File: src/rtl/moller_stream_packer.sv
`default_nettype none
// ============================================================================
// Module   : moller_stream_packer
// Brief    : Selects two ADC channels, decimates them, prepends a header and
//            buffers framed 64-bit words in an FWFT FIFO towards AXI4-Stream.
// Revision : 1.0 - initial release
// ============================================================================
module moller_stream_packer #(
   parameter int SAMPLE_WIDTH = 18,
   parameter int NUM_CH       = 16,
   parameter int FIFO_DEPTH   = 16
) (
   input  logic                           axi_aclk,
   input  logic                           axi_aresetn,
   input  logic [NUM_CH*SAMPLE_WIDTH-1:0] adc_data,
   input  logic                           adc_valid,
   input  logic                           enable,
   input  logic [3:0]                     ch0,
   input  logic [3:0]                     ch1,
   input  logic [6:0]                     rate_div,
   input  logic [15:0]                    num_samples,
   input  logic                           clear_counters,
   output logic [63:0]                    m_axis_tdata,
   output logic                           m_axis_tvalid,
   input  logic                           m_axis_tready,
   output logic                           m_axis_tlast,
   output logic                           busy,
   output logic [15:0]                    overflow_count
);

   localparam int          c_addr_w = $clog2(FIFO_DEPTH);
   localparam logic [15:0] c_magic  = 16'h4D4C;

   typedef enum logic [1:0] {
      S_IDLE   = 2'd0,
      S_HEADER = 2'd1,
      S_DATA   = 2'd2
   } state_t;

   state_t r_state;
   state_t w_state_nxt;

   logic [3:0]  r_ch0;
   logic [3:0]  r_ch1;
   logic [6:0]  r_rate_div;
   logic [15:0] r_num_samples;
   logic [6:0]  r_dcnt;
   logic [15:0] r_wcnt;
   logic [15:0] r_seq;
   logic [15:0] r_overflow;
   logic        r_busy;

   logic [64:0]       r_mem [FIFO_DEPTH];
   logic [c_addr_w:0] r_wptr;
   logic [c_addr_w:0] r_rptr;
   logic [c_addr_w:0] w_count;
   logic              w_full;
   logic              w_empty;
   logic              w_push;
   logic              w_pop;
   logic [64:0]       w_head;

   logic              w_wr_req;
   logic [64:0]       w_din;
   logic              w_take;
   logic              w_last;
   logic [31:0]       w_ext0;
   logic [31:0]       w_ext1;

   logic [SAMPLE_WIDTH-1:0] w_ch [NUM_CH];

   for (genvar k = 0; k < NUM_CH; k++) begin : g_ch
      assign w_ch[k] = adc_data[k*SAMPLE_WIDTH +: SAMPLE_WIDTH];
   end

   assign w_ext0 = 32'($signed(w_ch[r_ch0]));
   assign w_ext1 = 32'($signed(w_ch[r_ch1]));
   assign w_last = (r_wcnt == r_num_samples - 16'd1);

   // Full is judged on the pre-read occupancy, so a write in a full cycle is lost
   assign w_count = r_wptr - r_rptr;
   assign w_full  = (w_count == (c_addr_w+1)'(FIFO_DEPTH));
   assign w_empty = (r_wptr == r_rptr);
   assign w_push  = w_wr_req && !w_full;
   assign w_pop   = !w_empty && m_axis_tready;
   assign w_head  = r_mem[r_rptr[c_addr_w-1:0]];

   assign m_axis_tvalid  = !w_empty;
   assign m_axis_tdata   = w_empty ? 64'd0 : w_head[63:0];
   assign m_axis_tlast   = !w_empty && w_head[64];
   assign busy           = r_busy;
   assign overflow_count = r_overflow;

   always_comb begin
      w_state_nxt = r_state;
      w_wr_req    = 1'b0;
      w_din       = '0;
      w_take      = 1'b0;
      case (r_state)
         S_IDLE: begin
            if (enable && (num_samples != 16'd0))
               w_state_nxt = S_HEADER;
         end
         S_HEADER: begin
            w_wr_req = 1'b1;
            w_din    = {1'b0, c_magic, r_seq, r_num_samples, r_ch1, r_ch0, 1'b0, r_rate_div};
            if (!w_full)
               w_state_nxt = S_DATA;
         end
         S_DATA: begin
            if (adc_valid && (r_dcnt == 7'd0)) begin
               w_take   = 1'b1;
               w_wr_req = 1'b1;
               w_din    = {w_last, w_ext1, w_ext0};
               if (!w_full && w_last)
                  w_state_nxt = S_IDLE;
            end
         end
         default: w_state_nxt = S_IDLE;
      endcase
   end

   always_ff @(posedge axi_aclk or negedge axi_aresetn) begin
      if (!axi_aresetn) begin
         r_state       <= S_IDLE;
         r_busy        <= 1'b0;
         r_ch0         <= '0;
         r_ch1         <= '0;
         r_rate_div    <= '0;
         r_num_samples <= '0;
         r_dcnt        <= '0;
         r_wcnt        <= '0;
         r_seq         <= '0;
         r_overflow    <= '0;
         r_wptr        <= '0;
         r_rptr        <= '0;
      end else begin
         r_state <= w_state_nxt;
         r_busy  <= (w_state_nxt != S_IDLE);
         if ((r_state == S_IDLE) && (w_state_nxt == S_HEADER)) begin
            r_ch0         <= ch0;
            r_ch1         <= ch1;
            r_rate_div    <= rate_div;
            r_num_samples <= num_samples;
            r_dcnt        <= '0;
            r_wcnt        <= '0;
         end
         if ((r_state == S_DATA) && adc_valid) begin
            if (r_dcnt != 7'd0)
               r_dcnt <= r_dcnt - 7'd1;
            else
               r_dcnt <= r_rate_div;
         end
         if (w_take && !w_full) begin
            r_wcnt <= r_wcnt + 16'd1;
            if (w_last)
               r_seq <= r_seq + 16'd1;
         end
         if (clear_counters)
            r_overflow <= '0;
         else if (w_take && w_full && (r_overflow != 16'hFFFF))
            r_overflow <= r_overflow + 16'd1;
         if (w_push)
            r_wptr <= r_wptr + 1'b1;
         if (w_pop)
            r_rptr <= r_rptr + 1'b1;
      end
   end

   always_ff @(posedge axi_aclk) begin
      if (w_push)
         r_mem[r_wptr[c_addr_w-1:0]] <= w_din;
   end

endmodule
`default_nettype wire

File: config.mk
export PLATFORM = sky130hd
export DESIGN_NAME = moller_stream_packer
export DESIGN_NICKNAME = d
export VERILOG_FILES = /design/src/rtl/moller_stream_packer.sv
export SDC_FILE = /design/constraint.sdc
export NUM_CORES = 1
export LEC_CHECK = 0
export ABC_AREA = 1
export BUFFER_PORTS_ARGS = -buffer_cell sky130_fd_sc_hd__buf_2
export CAP_MARGIN = 20
export CELL_PAD_IN_SITES_DETAIL_PLACEMENT = 1
export CELL_PAD_IN_SITES_GLOBAL_PLACEMENT = 1
export CORE_ASPECT_RATIO = 1.5
export CORE_MARGIN = 3
export CORE_UTILIZATION = 47
export DETAILED_ROUTE_END_ITERATION = 8
export GPL_ROUTABILITY_DRIVEN = 0
export PLACE_DENSITY_LB_ADDON = 0.1
export REMOVE_ABC_BUFFERS = 1
export SLEW_MARGIN = 20
export SYNTH_ARGS = -nofsm -noshare
export SYNTH_HDL_FRONTEND = slang
export SYNTH_SLANG_ARGS = --single-unit
File: constraint.sdc
create_clock -name axi_aclk -period 5.4 [get_ports axi_aclk]
set_input_delay 1.08 -clock axi_aclk [delete_from_list [all_inputs] [get_ports axi_aclk]]
set_output_delay 1.08 -clock axi_aclk [all_outputs]
set_load 0.1 [all_outputs]
==> summary.md, run 1 <==
| Metric | Value |
|---|---|
| Status | `complete, no violations` |
| Slowest cell delay on critical path | `820 ps` |
| Hold Buf Count CTS | `0` |
| Die Height | `between 300 and 400 um` |
| Asr flop ratio synth | `between 10% and 20%` |
| Fmax | `0.202 GHz` |
| Sequential share of power | `a little under 30%` |
| Largest net degree at the start of global routing | `between 200 and 250` |
| Cts bufs inserted | `86` |
| Pre-antenna DRT Iters | `7` |
| Total vias in the final route | `~35000` |
| Mapped Area | `roughly 43000 sq um` |
| Routed WL | `145000 um` |
| Maximum Capacitance Violations | `0` |
| WP buf/inv | `2` |
| R2R setup slack | `around 1300 ps` |
| Slew Viols, Final | `0` |
| Main synth FF type | `edfxtp_1` |
| # rows | `136` |
| Pwr Total | `31.2 mW` |
| Synth Warn # | `0` |
| DIE WIDTH | `between 200 and 300 um` |
| Final ANT Viol Nets | `0` |
| Clock Skew | `35.6 ps` |
| Seq/Total Area, Yosys | `a little over three fifths` |
| Clock period minus worst slack | `4940 ps` |
| H-tree Lvls | `3` |
| Drt drc | `0` |
| Core ar. | `around 92000 sq um` |
| Setup Viol. Count Final | `0` |
| Peak VDD IR | `roughly 0.47 mV` |
| Slew at the pin closest to its max-slew limit | `around 1100 ps` |
| Worst Setup End Kind | `primary output` |
| Postcts setup bufs | `0` |
| CTS tree | `yes` |
| Syn Inst Count | `4242` |
| Net Sw Frac | `50.1%` |
| Int Pwr | `between 15 and 20 mW` |
| Post-synthesis cell type count | `between 40 and 50` |
| WP data required | `4320 ps` |
| Post-synth EDFFs | `between 800 and 900` |
| Fin Setup TNS | `0 ps` |
| Critical path's top delay family | `buffers and inverters` |
| Synth-to-Final Area Change | `14.8%` |
| Gate power share | `approximately half` |
| Die Footprint | `approximately 96000 sq um` |
| Sw Pwr | `about 16 mW` |
| First-pass GRT wire length | `219000 um` |
| Initial antenna violation count | `between 40 and 50` |
| Clock-pin transition on the worst setup and hold timing paths | `approximately 60 ps` |
| Wire length per cell | `between 20 and 30 um` |
| CP Data Arrival Time | `~3900 ps` |
| Max_slew headroom | `25.8%` |
| Share of layout cells above drive strength 1 | `approximately 16%` |
| Final Cycle Share | `approximately nine tenths` |
| IO Port Bufs | `roughly 410` |
| I/O Pins | `about 410` |
| Clk sinks | `931` |
| Clk Latency, worst-skew pair | `between 600 and 700 ps` |
| Kind of critical path | `reg -> out` |
| Total Routing Usage GR | `about 30%` |
| Pwr dens | `around 630 nW/um^2` |
| Starting Density | `between 40% and 50%` |
| Hold crit path type | `reg -> reg` |
| Root buffer cell | `clkbuf_16` |
| Crit-path slowest cell | `buf_4` |
| DRT iter0 DRCs | `approximately 2500` |
| DP HPWL | `between 90000 and 100000 um` |
| Worst setup SP type | `flop` |
| Post-cts resize count | `0` |
| RSZ-0062 raised after global routing | `false` |
| Bufs on Longest Clock Path | `3` |
| Leak | `18.0 nW` |
| Yosys reg bits | `931` |
| Fin nets | `4860` |
| GRT overflow | `0` |
| Vias per inst | `6.09` |
| Number of global-route vias before repair | `around 37000` |
| Clk pwr share | `about a fifth` |
| Mean post-synth cell area | `just over 10 sq um` |
| CP Cell Sequence | `buf_4, o21ai_0, o221ai_1, nand3_1, a31oi_1, buf_2` |
| Fin. Hold Viols | `0` |
| CP max FO | `between 90 and 100` |
==> per-stage QoR <==
step,area [sq um],setup slack (ps),hold WS (ps),std cells,util (%)
3_3_place_gp,47000,1070,458,5602,51.3
5_1_grt,49900,342,497,5783,54.4
2_1_floorplan,42200,-19510,442,3919,-
3_5_place_dp,47000,980,461,5602,51.3
6_report,49900,460,483,5788,54.4
4_1_cts,49800,451,484,5762,54.3
==> cell usage after synthesis (2+ instances only) <==
| cell type | instances | area (sq um) |
|---|---|---|
| dfrtp_1 | 99 | 2480 |
| nand2_1 | 432 | 1620 |
| o31ai_1 | 2 | 15.0 |
| nand3b_1 | 4 | 30.0 |
| nor2_2 | 9 | 56.3 |
| or2_2 | 9 | 56.3 |
| inv_1 | 172 | 646 |
| edfxtp_1 | 832 | 25000 |
| nand2_4 | 3 | 33.8 |
| nor4_1 | 6 | 37.5 |
| a31oi_1 | 56 | 350 |
| clkbuf_1 | 269 | 1010 |
| o21ai_0 | 884 | 4420 |
| a32o_1 | 10 | 100 |
| o211ai_1 | 31 | 233 |
| xor2_1 | 37 | 324 |
| ha_1 | 18 | 225 |
| buf_2 | 10 | 50.1 |
| nand2_2 | 3 | 18.8 |
| inv_2 | 3 | 11.3 |
| a311oi_1 | 2 | 17.5 |
| o22ai_1 | 189 | 1180 |
| buf_4 | 13 | 97.6 |
| clkinv_1 | 9 | 33.8 |
| and3_1 | 2 | 12.5 |
| o21ai_1 | 5 | 25.0 |
| o221ai_1 | 88 | 771 |
| nor2_1 | 649 | 2440 |
| nand4_1 | 16 | 100 |
| nor2_4 | 3 | 33.8 |
| a21oi_1 | 151 | 756 |
| nand3_2 | 13 | 130 |
| nand3_1 | 140 | 701 |
| xnor2_1 | 10 | 87.6 |
| buf_1 | 24 | 90.1 |
| buf_6 | 6 | 67.6 |
| nor3_1 | 14 | 70.1 |
| a211oi_1 | 8 | 60.1 |
==> sequential cells by signal, summed over array words and instances, names as in the netlist <==
register,count
r_ch0,4
r_wptr,5
r_state,2
overflow_count,16
r_num_samples,16
busy,1
r_rptr,5
r_dcnt,7
r_ch1,4
r_rate_div,7
r_seq,16
r_mem,832
r_wcnt,16
==> worst paths after layout <==
kind	from	end	depth (start not counted)
max	r_rptr[0]	m_axis_tdata[19]	6
min	r_rate_div[4]	r_rate_div[4]	2
max reg2reg	r_rptr[2]	r_seq[9]	13
min reg2reg	r_rate_div[4]	r_rate_div[4]	2
max in group asynchronous	axi_aresetn	r_seq[14]	2
min in group asynchronous	axi_aresetn	r_wcnt[11]	1
==> cells by family (layout without fill, tap and decap cells) <==
family	count (synthesis)	count (layout)	synth area share, %
AND/OR/NAND/NOR	1306	1306	12.4
buffers and inverters	507	854	4.62
AO/OA/AOI/OAI	1431	1431	18.3
multiplexers	1	1	0.0259
flip-flops	931	931	63.1
XOR/XNOR	48	48	0.998
adder cells (fa/ha/maj)	18	18	0.518
other	0	26	0
==> worst min-delay path, stage by stage, from the launching register on <==
cell and delay [ps]:
dfrtp_1 340, nand2_1 60, nand2_1 50
==> area by class of cell <==
type | instances | area [sq um]
Inverter | 184 | 703
Tap cell | 1173 | 1470
Fill cell | 10062 | 41800
Multi-Input combinational cell | 2804 | 14200
Clock buffer | 105 | 2240
Sequential cell | 931 | 27500
Timing Repair Buffer | 510 | 3180
Antenna cell | 26 | 65.1
Clock inverter | 55 | 566
==> power groups by stage <==
stage | registers [mW] | clock network, mW | logic (mW)
2_1_floorplan | 9.75 | 0 | 9.59
3_3_place_gp | 9.26 | 0 | 15.6
3_5_place_dp | 9.29 | 0 | 15.9
4_1_cts | 9.14 | 6.21 | 16.0
5_1_grt | 9.20 | 6.48 | 17.2
6_report | 9.15 | 6.12 | 16.0
==> layout by cell type, fill, tap and decap left out, types with 56 or more instances in the layout <==
| cell type | n |
|---|---|
| a21oi_1 | 151 |
| a31oi_1 | 56 |
| buf_2 | 398 |
| buf_4 | 84 |
| clkbuf_16 | 87 |
| dfrtp_1 | 92 |
| edfxtp_1 | 832 |
| inv_1 | 169 |
| nand2_1 | 432 |
| nand3_1 | 140 |
| nor2_1 | 632 |
| o21ai_0 | 879 |
| o221ai_1 | 88 |
| o22ai_1 | 189 |
==> per-layer routing <==
metal | wire length [um] | track usage (%)
met5 | 197 | 0
met3 | 8340 | 4.45
met1 | 56300 | 36.2
met2 | 75400 | 53.7
met4 | 5060 | 11.8
Note: power is estimated with default switching activity, not from simulation.
==> run 2, diff against run 1 <==
Settings changed: CELL_PAD_IN_SITES_GLOBAL_PLACEMENT 1 to 2, CORE_UTILIZATION 47 to 39, CTS_CLUSTER_SIZE set to 40.
==> run 2 against run 1 <==
- maximum frequency is 5.9% lower
- sequential cell count did not move
- sequential power shrank 0.4%
- non-clock buffer count grew 12
- power up 2.3%
- register-to-register slack improved by 280 ps
- first-iteration DRC count shrank 9.2%
- count of clock-buffer cells in the layout increased by 21
- highest routed layer unchanged
- clock power increased by 6.2%
- worst hold slack worse by 1.2 ps
- critical path type unchanged
==> summary.md, run 2 (synthesis gave the netlist of run 1 again) <==
| Metric | Value |
|---|---|
| Status | `complete, no violations (unchanged)` |
| # rows | `149 (was 136)` |
| Die Height | `415 um (was 379 um)` |
| Worst setup SP type | `flop (unchanged)` |
| I/O Pins | `408 (unchanged)` |
| Clock period minus worst slack | `5250 ps (was 4940 ps)` |
| Share of layout cells above drive strength 1 | `16.1% (was 15.6%)` |
| DRT iter0 DRCs | `2283 (was 2513)` |
| Area of the multi-input gates | `14200 sq um (about the same)` |
| Final ANT Viol Nets | `0 (unchanged)` |
| Kind of critical path | `reg -> out (unchanged)` |
| CP max FO | `37 (was 94)` |
| Starting Density | `39.4% (was 47.4%)` |
| Int Pwr | `15.9 mW (was 15.6 mW)` |
| Largest net degree at the start of global routing | `217 (was 211)` |
| Pwr dens | `633 nW/um^2 (was 626 nW/um^2)` |
| Total vias in the final route | `34634 (was 35238)` |
| Fmax | `0.190 GHz (was 0.202 GHz)` |
| RSZ-0062 raised after global routing | `false (unchanged)` |
| Synth-to-Final Area Change | `16.1% (was 14.8%)` |
| Fin nets | `4877 (was 4860)` |
| Finished Core Util | `45.7% (was 54.4%)` |
| Net Sw Frac | `50.2% (was 50.1%)` |
| Clk sinks | `931 (unchanged)` |
| CTS tree | `yes (unchanged)` |
| Routed WL | `156000 um (was 145000 um)` |
| Core ar. | `110000 sq um (was 91700 sq um)` |
| FF+latch area | `27500 sq um (about the same)` |
| Post-route cell area | `50500 sq um (was 49900 sq um)` |
| Postcts setup bufs | `0 (unchanged)` |
| Die Footprint | `116000 sq um (was 96300 sq um)` |
| Hold crit path type | `in -> async (was reg -> reg)` |
| DP Area | `47400 sq um (was 47000 sq um)` |
| Bufs on Longest Clock Path | `3 (unchanged)` |
| Gate power share | `51.2% (was 51.1%)` |
| Max reg flops | `832 (unchanged)` |
| Pre-antenna DRT Iters | `5 (was 7)` |
| Finished Layout Cells | `6064 (was 5788)` |
| Worst Setup End Kind | `primary output (unchanged)` |
| Wire length per cell | `25.7 um (was 25.1 um)` |
| Setup ws final | `150 ps (was 460 ps)` |
| Commonest non-fill, non-tap cell in the layout | `o21ai_0 (unchanged)` |
| DP HPWL | `102000 um (was 92900 um)` |
| Clock Skew | `35.6 ps (about the same)` |
| CP Data Arrival Time | `4170 ps (was 3860 ps)` |
| Most frequent cells in the layout | `o21ai_0 (878), edfxtp_1 (832), nor2_1 (632), nand2_1 (432), buf_2 (398) (was o21ai_0 (879), edfxtp_1 (832), nor2_1 (632), nand2_1 (432), buf_2 (398))` |
| Clk pwr share | `20.3% (was 19.6%)` |
| Sw Pwr | `16.0 mW (was 15.6 mW)` |
| First-pass GRT wire length | `234000 um (was 219000 um)` |
| Post-cts resize count | `0 (unchanged)` |
| Clock-pin transition on the worst setup and hold timing paths | `60 ps (about the same)` |
| Setup Viol. Count Final | `0 (unchanged)` |
| Pwr Total | `32.0 mW (was 31.2 mW)` |
| Number of global-route vias before repair | `36643 (was 36639)` |
| Peak VDD IR | `0.522 mV (was 0.475 mV)` |
| WP data required | `4320 ps (about the same)` |
| Final Cycle Share | `97.2% (was 91.5%)` |
| DP Worst Slack | `875 ps (was 980 ps)` |
| Total Routing Usage GR | `26.5% (was 30.0%)` |
| H-tree Lvls | `3 (unchanged)` |
| Vias per inst | `5.71 (was 6.09)` |
| Clk Latency, worst-skew pair | `690 ps (was 680 ps)` |
| DIE WIDTH | `279 um (was 254 um)` |
| Fillers | `12260 (was 10062)` |
| Initial antenna violation count | `47 (was 41)` |
| Placed cells | `5875 (was 5602)` |
| Slew Viols, Final | `0 (unchanged)` |
| Slew at the pin closest to its max-slew limit | `1200 ps (was 1110 ps)` |
| Sequential share of power | `28.5% (was 29.3%)` |
| IO Port Bufs | `407 (unchanged)` |
| Max_slew headroom | `19.8% (was 25.8%)` |
| Maximum Capacitance Violations | `0 (unchanged)` |
| Cts bufs inserted | `91 (was 86)` |
| Root buffer cell | `clkbuf_16 (unchanged)` |
| Leak | `18.1 nW (was 18.0 nW)` |
| GRT overflow | `0 (unchanged)` |
| Drt drc | `0 (unchanged)` |
| Fin. Hold Viols | `0 (unchanged)` |
| Hold Buf Count CTS | `0 (unchanged)` |
[run 2: changes by cell type in the layout (fill, tap and decap cells not counted), sizes merged]
cell / change
clkbuf: +21
buf: +12
clkinv: -9
diode: -6
clkinvlp: -4
inv: +1
[run 2: cell type report]
type	count	share of cell area [%]
inverters	184	1.39
flip-flops and latches	931	54.5
diodes	20	0.0991
multi-input cells	2804	28.2
well taps	1434	3.55
clock inverters	43	0.972
clock buffers	126	4.99
repair buffers	522	6.38
[run 2: metal layers]
metal / wire, um / global-route usage, %
met1: 63500 / 32.3
met2: 80600 / 48.0
met3: 8230 / 4.89
met4: 3320 / 6.75
met5: 288 / 0
[run 2: power groups by stage]
stage	logic, mW	clock network [mW]	registers, mW
floorplan	9.59	0	9.75
global placement	16.3	0	9.24
detailed placement	16.5	0	9.26
CTS	16.5	6.62	9.11
global route	17.7	6.89	9.16
finish	16.4	6.50	9.11
[run 2: worst paths after layout]
check,startpoint,to,slack [ps],cells past startpoint
worst max-delay path,r_rptr[2],m_axis_tdata[61],150,8
worst min-delay path,axi_aresetn,r_wcnt[4],480,1
worst max register to register,r_state[0],r_mem[14][28],1580,11
worst min register to register,r_rate_div[0],r_rate_div[0],480,2
max in group asynchronous,axi_aresetn,r_ch0[0],3720,2
min in group axi_aclk,r_rate_div[0],r_rate_div[0],480,2
[run 2: stage by stage]
stage	hold slack (ps)	setup TNS [ps]
3_5_place_dp	472	0
5_1_grt	509	0
6_report	482	0
3_3_place_gp	455	0
2_1_floorplan	442	-6213900
4_1_cts	477	0
[run 2: worst max-delay path, stage by stage (launching register included)]
cell and delay (ps):
dfrtp_4 710, clkinv_1 210, ha_1 380, inv_1 120, nor4_4 990, buf_12 380
a31oi_1 190, buf_4 300, buf_12 190
